$ cat config.mk
export PLATFORM = sky130hd
export DESIGN_NAME = mult_arbiter_flat
export DESIGN_NICKNAME = d
export VERILOG_FILES = /design/src/rtl/mult_arb_pkg.sv /design/src/rtl/mult_arbiter_if.sv /design/src/rtl/rr_arbiter.sv /design/src/rtl/mult_arbiter.sv /design/src/flat_wrapper.sv
export SDC_FILE = /design/constraint.sdc
export NUM_CORES = 1
export LEC_CHECK = 0
export CAP_MARGIN = 20
export CELL_PAD_IN_SITES_DETAIL_PLACEMENT = 1
export CELL_PAD_IN_SITES_GLOBAL_PLACEMENT = 2
export CORE_AREA = 2 2 158 160
export CTS_BUF_LIST = sky130_fd_sc_hd__clkbuf_4
export CTS_CLUSTER_DIAMETER = 200
export CTS_CLUSTER_SIZE = 20
export DETAILED_ROUTE_END_ITERATION = 6
export DIE_AREA = 0 0 160 162
export DONT_BUFFER_PORTS = 1
export GPL_TIMING_DRIVEN = 0
export PLACE_DENSITY = 0.65
export SETUP_SLACK_MARGIN = 0.02
export SKIP_CTS_REPAIR_TIMING = 1
export SLEW_MARGIN = 5
export SYNTH_ARGS = -nofsm -noshare
export SYNTH_HDL_FRONTEND = slang
export SYNTH_SLANG_ARGS = --single-unit
$ cat constraint.sdc
create_clock -name clk -period 3.68 [get_ports clk]
set_input_delay 0.184 -clock clk [delete_from_list [all_inputs] [get_ports clk]]
set_output_delay 0.184 -clock clk [all_outputs]
set_load 0.02 [all_outputs]
$ cat src/rtl/mult_arb_pkg.sv
// Shared types, default parameters and the round-robin pick helper for mult_arbiter.
package mult_arb_pkg;

  typedef enum logic [1:0] {
    IDLE = 2'd0,
    MUL  = 2'd1,
    RESP = 2'd2
  } state_t;

  localparam int DEF_N_REQ   = 4;
  localparam int DEF_WIDTH   = 32;
  localparam int DEF_MUL_LAT = 0;
  localparam int MAX_REQ     = 8;

  typedef struct packed {
    logic       found;
    logic [2:0] idx;
  } pick_t;

  // Searches from last+1 upward with wrap-around; n is the live requester count.
  function automatic pick_t rr_pick(input logic [MAX_REQ-1:0] valid,
                                    input logic [2:0] last,
                                    input int n);
    pick_t      r;
    logic [3:0] sum;
    logic [2:0] cand;
    r = '0;
    for (int k = 1; k <= MAX_REQ; k++) begin
      sum  = {1'b0, last} + 4'(k);
      cand = 3'(sum % 4'(n));
      if (k <= n && !r.found && valid[cand]) begin
        r.found = 1'b1;
        r.idx   = cand;
      end
    end
    return r;
  endfunction

endpackage

$ cat src/rtl/mult_arbiter_if.sv
// Requester-side request/response handshake bundle for mult_arbiter.
interface mult_arbiter_if import mult_arb_pkg::*; #(
  parameter int N_REQ = DEF_N_REQ,
  parameter int WIDTH = DEF_WIDTH
);
  logic [N_REQ-1:0]       req_valid;
  logic [N_REQ-1:0]       req_ready;
  logic [N_REQ*WIDTH-1:0] req_a;
  logic [N_REQ*WIDTH-1:0] req_b;
  logic [N_REQ-1:0]       resp_valid;
  logic [N_REQ-1:0]       resp_ready;
  logic [WIDTH-1:0]       resp_y;

  modport master (
    output req_valid, req_a, req_b, resp_ready,
    input  req_ready, resp_valid, resp_y
  );

  modport slave (
    input  req_valid, req_a, req_b, resp_ready,
    output req_ready, resp_valid, resp_y
  );
endinterface

$ cat src/rtl/rr_arbiter.sv
// Combinational round-robin arbiter: one-hot grant plus winner index.
module rr_arbiter import mult_arb_pkg::*; #(
  parameter int N_REQ = DEF_N_REQ,
  localparam int IDX_W = $clog2(N_REQ)
) (
  input  logic [N_REQ-1:0] valid,
  input  logic [IDX_W-1:0] last_grant,
  input  logic             enable,
  output logic [N_REQ-1:0] grant,
  output logic [IDX_W-1:0] idx
);

  pick_t pick;

  always_comb begin
    pick  = rr_pick(MAX_REQ'(valid), 3'(last_grant), N_REQ);
    grant = '0;
    idx   = '0;
    for (int j = 0; j < N_REQ; j++) begin
      if (pick.idx == 3'(j)) begin
        idx      = IDX_W'(j);
        grant[j] = enable && pick.found;
      end
    end
  end

endmodule

$ cat src/rtl/mult_arbiter.sv
// Shares one external multiplier between N_REQ requesters, one transaction in flight,
// round-robin fairness, with a fixed multiplier latency of MUL_LAT cycles.
module mult_arbiter import mult_arb_pkg::*; #(
  parameter int N_REQ   = DEF_N_REQ,
  parameter int WIDTH   = DEF_WIDTH,
  parameter int MUL_LAT = DEF_MUL_LAT,
  localparam int IDX_W  = $clog2(N_REQ)
) (
  input  logic             clk,
  input  logic             rst,
  mult_arbiter_if.slave    bus,
  output logic [WIDTH-1:0] mul_a,
  output logic [WIDTH-1:0] mul_b,
  input  logic [WIDTH-1:0] mul_y,
  output logic [IDX_W-1:0] grant_id,
  output logic             busy
);

  localparam int CNT_W = (MUL_LAT > 0) ? $clog2(MUL_LAT + 1) : 1;

  state_t           state;
  logic [IDX_W-1:0] last_grant;
  logic [CNT_W-1:0] counter;
  logic [N_REQ-1:0] resp_valid_q;
  logic [WIDTH-1:0] resp_y_q;
  logic [N_REQ-1:0] grant;
  logic [IDX_W-1:0] win_idx;
  logic [WIDTH-1:0] sel_a;
  logic [WIDTH-1:0] sel_b;

  // Gating with rst keeps req_ready low for the whole time reset is held.
  rr_arbiter #(.N_REQ(N_REQ)) u_rr (
    .valid      (bus.req_valid),
    .last_grant (last_grant),
    .enable     ((state == IDLE) && rst),
    .grant      (grant),
    .idx        (win_idx)
  );

  always_comb begin
    sel_a = '0;
    sel_b = '0;
    for (int i = 0; i < N_REQ; i++) begin
      if (win_idx == IDX_W'(i)) begin
        sel_a = bus.req_a[i*WIDTH +: WIDTH];
        sel_b = bus.req_b[i*WIDTH +: WIDTH];
      end
    end
  end

  assign bus.req_ready  = grant;
  assign bus.resp_valid = resp_valid_q;
  assign bus.resp_y     = resp_y_q;
  assign busy           = (state != IDLE);

  always_ff @(posedge clk or negedge rst) begin
    if (!rst) begin
      state        <= IDLE;
      last_grant   <= IDX_W'(N_REQ - 1);
      counter      <= '0;
      mul_a        <= '0;
      mul_b        <= '0;
      grant_id     <= '0;
      resp_valid_q <= '0;
      resp_y_q     <= '0;
    end else begin
      unique case (state)
        IDLE: begin
          if (|grant) begin
            mul_a    <= sel_a;
            mul_b    <= sel_b;
            grant_id <= win_idx;
            counter  <= CNT_W'(MUL_LAT);
            state    <= MUL;
          end
        end
        MUL: begin
          if (counter != '0) begin
            counter <= counter - CNT_W'(1);
          end else begin
            resp_y_q     <= mul_y;
            resp_valid_q <= N_REQ'(1) << grant_id;
            state        <= RESP;
          end
        end
        RESP: begin
          // Only the owner's resp_ready can retire the transaction.
          if (bus.resp_ready[grant_id]) begin
            resp_valid_q <= '0;
            last_grant   <= grant_id;
            state        <= IDLE;
          end
        end
        default: state <= IDLE;
      endcase
    end
  end

endmodule

$ cat src/flat_wrapper.sv
// flat-port wrapper written by rule: the top's interface ports become plain ports
module mult_arbiter_flat import mult_arb_pkg::*;
#(
  parameter int N_REQ   = DEF_N_REQ,
  parameter int WIDTH   = DEF_WIDTH,
  parameter int MUL_LAT = DEF_MUL_LAT,
  localparam int IDX_W  = $clog2(N_REQ)
)
  (clk, rst, mul_a, mul_b, mul_y, grant_id, busy, bus_req_valid, bus_req_a, bus_req_b, bus_resp_ready, bus_req_ready, bus_resp_valid, bus_resp_y);
  mult_arbiter_if #(.N_REQ(N_REQ), .WIDTH(WIDTH)) bus_i ();
  input  logic clk;
  input  logic rst;
  output logic [WIDTH-1:0] mul_a;
  output logic [WIDTH-1:0] mul_b;
  input  logic [WIDTH-1:0] mul_y;
  output logic [IDX_W-1:0] grant_id;
  output logic busy;
  input wire logic [$bits(bus_i.req_valid)-1:0] bus_req_valid;
  input wire logic [$bits(bus_i.req_a)-1:0] bus_req_a;
  input wire logic [$bits(bus_i.req_b)-1:0] bus_req_b;
  input wire logic [$bits(bus_i.resp_ready)-1:0] bus_resp_ready;
  output wire logic [$bits(bus_i.req_ready)-1:0] bus_req_ready;
  output wire logic [$bits(bus_i.resp_valid)-1:0] bus_resp_valid;
  output wire logic [$bits(bus_i.resp_y)-1:0] bus_resp_y;
  assign bus_i.req_valid = bus_req_valid;
  assign bus_i.req_a = bus_req_a;
  assign bus_i.req_b = bus_req_b;
  assign bus_i.resp_ready = bus_resp_ready;
  assign bus_req_ready = bus_i.req_ready;
  assign bus_resp_valid = bus_i.resp_valid;
  assign bus_resp_y = bus_i.resp_y;
  mult_arbiter #(.N_REQ(N_REQ), .WIDTH(WIDTH), .MUL_LAT(MUL_LAT)) u_core (.clk(clk), .rst(rst), .bus(bus_i), .mul_a(mul_a), .mul_b(mul_b), .mul_y(mul_y), .grant_id(grant_id), .busy(busy));
endmodule
==> impl_metrics.ini <==
[run_status]
status = completed

[clock_network]
cts.sinks = 106
clkLatencyLatePin_ns = 0.51
cts_buffer_depth = 2
cts_made_buffers = 9
cts-htree-levels = 3
clock-root-buffer = clkbuf_4
cts_tree = built
path_clk_slew_ns = 0.18

[global_routing]
overflow = 0
grt_pass1_wl_um = 40400
antenna_found_initial = 5
grt_use_total = 0.208
grt_max_degree = 108
grt_pass1_vias = 6225

[flow_run]
cap_violations = 0

[floorplanning]
pin_count = 405
dieWidth_um = 160
die_h_um = 162
rows = 57
start_util = 0.243
core_area_um2 = 24100
dieArea_um2 = 25900

[routing]
firstDrtPassIters = 4
wl_met2_um = 16200
met3_length_um = 2470
viasPerCell = 5.46
vias = 6272
highest_layer = met5
wirelength_um = 30800
drc = 0
drt_iter0_drc = 277
routedWlPerCell_um = 26.8
ant_nets = 0
met1_length_um = 11400

[timing]
finalHoldViolations = 0
setup_ws_ns = 0.224
min_period_ns = 3.46
hold_ws_ns = 0.0760
rsz0062_at_grt = no
relSlewSlack = 0.390
fmax_ghz = 0.289
fin_crit_sh = 0.939
final.setup.tns_ns = 0
setup_violations = 0
slew_viol_final = 0
fin_worst_skew_ns = 0.0494
tightest_slew_ns = 0.914

[layout]
nets = 1114
fin_util = 0.334
drive_gt1_frac = 0.117
syn_to_final_growth_pct = 37.4

[worst_setup_path]
worstPathArrival_ns = 3.89
crit_path_start_kind = flip-flop
critical_path.endpoint_type = flip-flop
cp.required_ns = 4.11
critPathMaxFanout = 10
criticalPathCategory = flip-flop to flip-flop

[power]
leakagePower_nw = 3.10
vdd_drop_max_v = 0.000279
p_per_area_nw_per_um2 = 893

[placed_design]
hpwl_um = 21300
gp_congestion = 0.821
pre_cts_ws_ns = 1.09
portBuffers = 0

[yosys]
yosysTopAreaCell = dfrtp_1
async_flop_share = 1.00
mappedNetlistArea_um2 = 5860
synth_edf_count = 0
synth_ff_type = dfrtp_1
synth_fp_nets = 939
syn_inst = 641
synthMostInstantiatedCell = o22ai_1
ys.warnings.count = 0
yosys_register_bits = 106
synth.yosys.seq_area_share = 0.453
synthTopCellsByCount = o22ai_1 (110), dfrtp_1 (104), a31oi_1 (64)
syn_area_per_cell_um2 = 9.14
synth.distinct_cells = 38
synth_top_area_frac = 0.444
yosys-top-cells-area = dfrtp_1 (44%), o22ai_1 (12%), a31oi_1 (6.8%)

[min_path]
hold_path_class = input port to flip-flop
sequential cells by signal, indices dropped and copies added (netlist names):
register	flops
u_core.bus.resp_y	32
u_core.state	2
u_core.mul_a	32
u_core.grant_id	2
u_core.last_grant	2
u_core.mul_b	32
u_core.bus.resp_valid	4
report_power, final:
group          switching, mW  internal [mW]  leakage, nW  total (mW)
registers               1.26           1.75         1.23        3.02
logic                   1.89           1.67         1.79        3.56
clock network          0.470          0.146       0.0683       0.616
total                   3.62           3.57         3.10        7.19
area by class of cell:
cell class	instances	area (µm²)
multi-input combinational	457	2850
clock inverter	6	51.3
tap	324	405
antenna	4	10.0
sequential	106	2660
clock buffer	9	67.6
inverter	12	45.0
timing repair buffer	164	1660
fill	2853	16100
buffer	66	310
metrics by stage:
step / std cells / area, µm² / power, mW
after floorplan: 641 / 5860 / 4.72
after global placement: 965 / 6270 / 5.60
after detailed placement: 965 / 6270 / 5.74
after CTS: 980 / 6390 / 6.35
after global routing: 1148 / 8060 / 7.65
final: 1148 / 8060 / 7.19
final timing paths:
kind	start	end	slack (ns)	cells after the start
max	u_core.state[1]$_DFFE_PN0P_	u_core.mul_a[22]$_DFFE_PN0P_	0.22	9
min	bus_resp_ready[0]	u_core.state[1]$_DFFE_PN0P_	0.08	2
max reg2reg	u_core.state[1]$_DFFE_PN0P_	u_core.mul_a[22]$_DFFE_PN0P_	0.22	9
min reg2reg	u_core.last_grant[0]$_DFFE_PN1P_	u_core.last_grant[0]$_DFFE_PN1P_	0.53	2
max in group asynchronous	rst	u_core.last_grant[1]$_DFFE_PN1P_	2.92	2
min in group asynchronous	rst	u_core.mul_b[1]$_DFFE_PN0P_	0.25	2
critical path: stages (launching register included):
cell	delay, ns
dfrtp_1	0.44
nor2_1	0.25
o211ai_2	0.34
inv_2	0.18
buf_2	0.29
buf_2	0.36
o221ai_1	0.20
dlygate4sd3_1	0.65
o21ai_1	0.14
dlygate4sd3_1	0.56
logic make-up (layout without fill, tap and decap cells):
group,after synthesis,in the layout,synth area share
flip-flops,106,106,0.453
multiplexers,35,35,0.0689
AND/OR/NAND/NOR,148,148,0.127
buffers and inverters,78,257,0.0606
other,0,4,0
AO/OA/AOI/OAI,274,274,0.291
placed cells by master (no fill, tap or decap), types with 2 or more instances in the layout:
cell	n
dlygate4sd3_1	163
o22ai_1	110
dfrtp_1	104
a31oi_1	64
nor2_1	61
a21oi_1	56
and2_1	56
mux2_2	33
buf_2	32
clkbuf_1	24
nand2_1	15
inv_1	11
o21ai_1	11
a211oi_1	9
o221ai_1	9
clkbuf_4	9
buf_4	6
o21ai_0	5
diode_2	4
nand2b_1	4
nor2b_1	4
buf_1	4
clkinv_4	3
or2_1	2
and2b_1	2
a32o_1	2
dfstp_2	2
metal layers:
metal  global-route usage  vias to the layer above
li1                     -                     2753
met1                0.215                     3124
met2                0.387                      342
met3               0.0825                       51
met4               0.0647                        2
met5                    0                        -
Power figures use the tool's default switching activity.
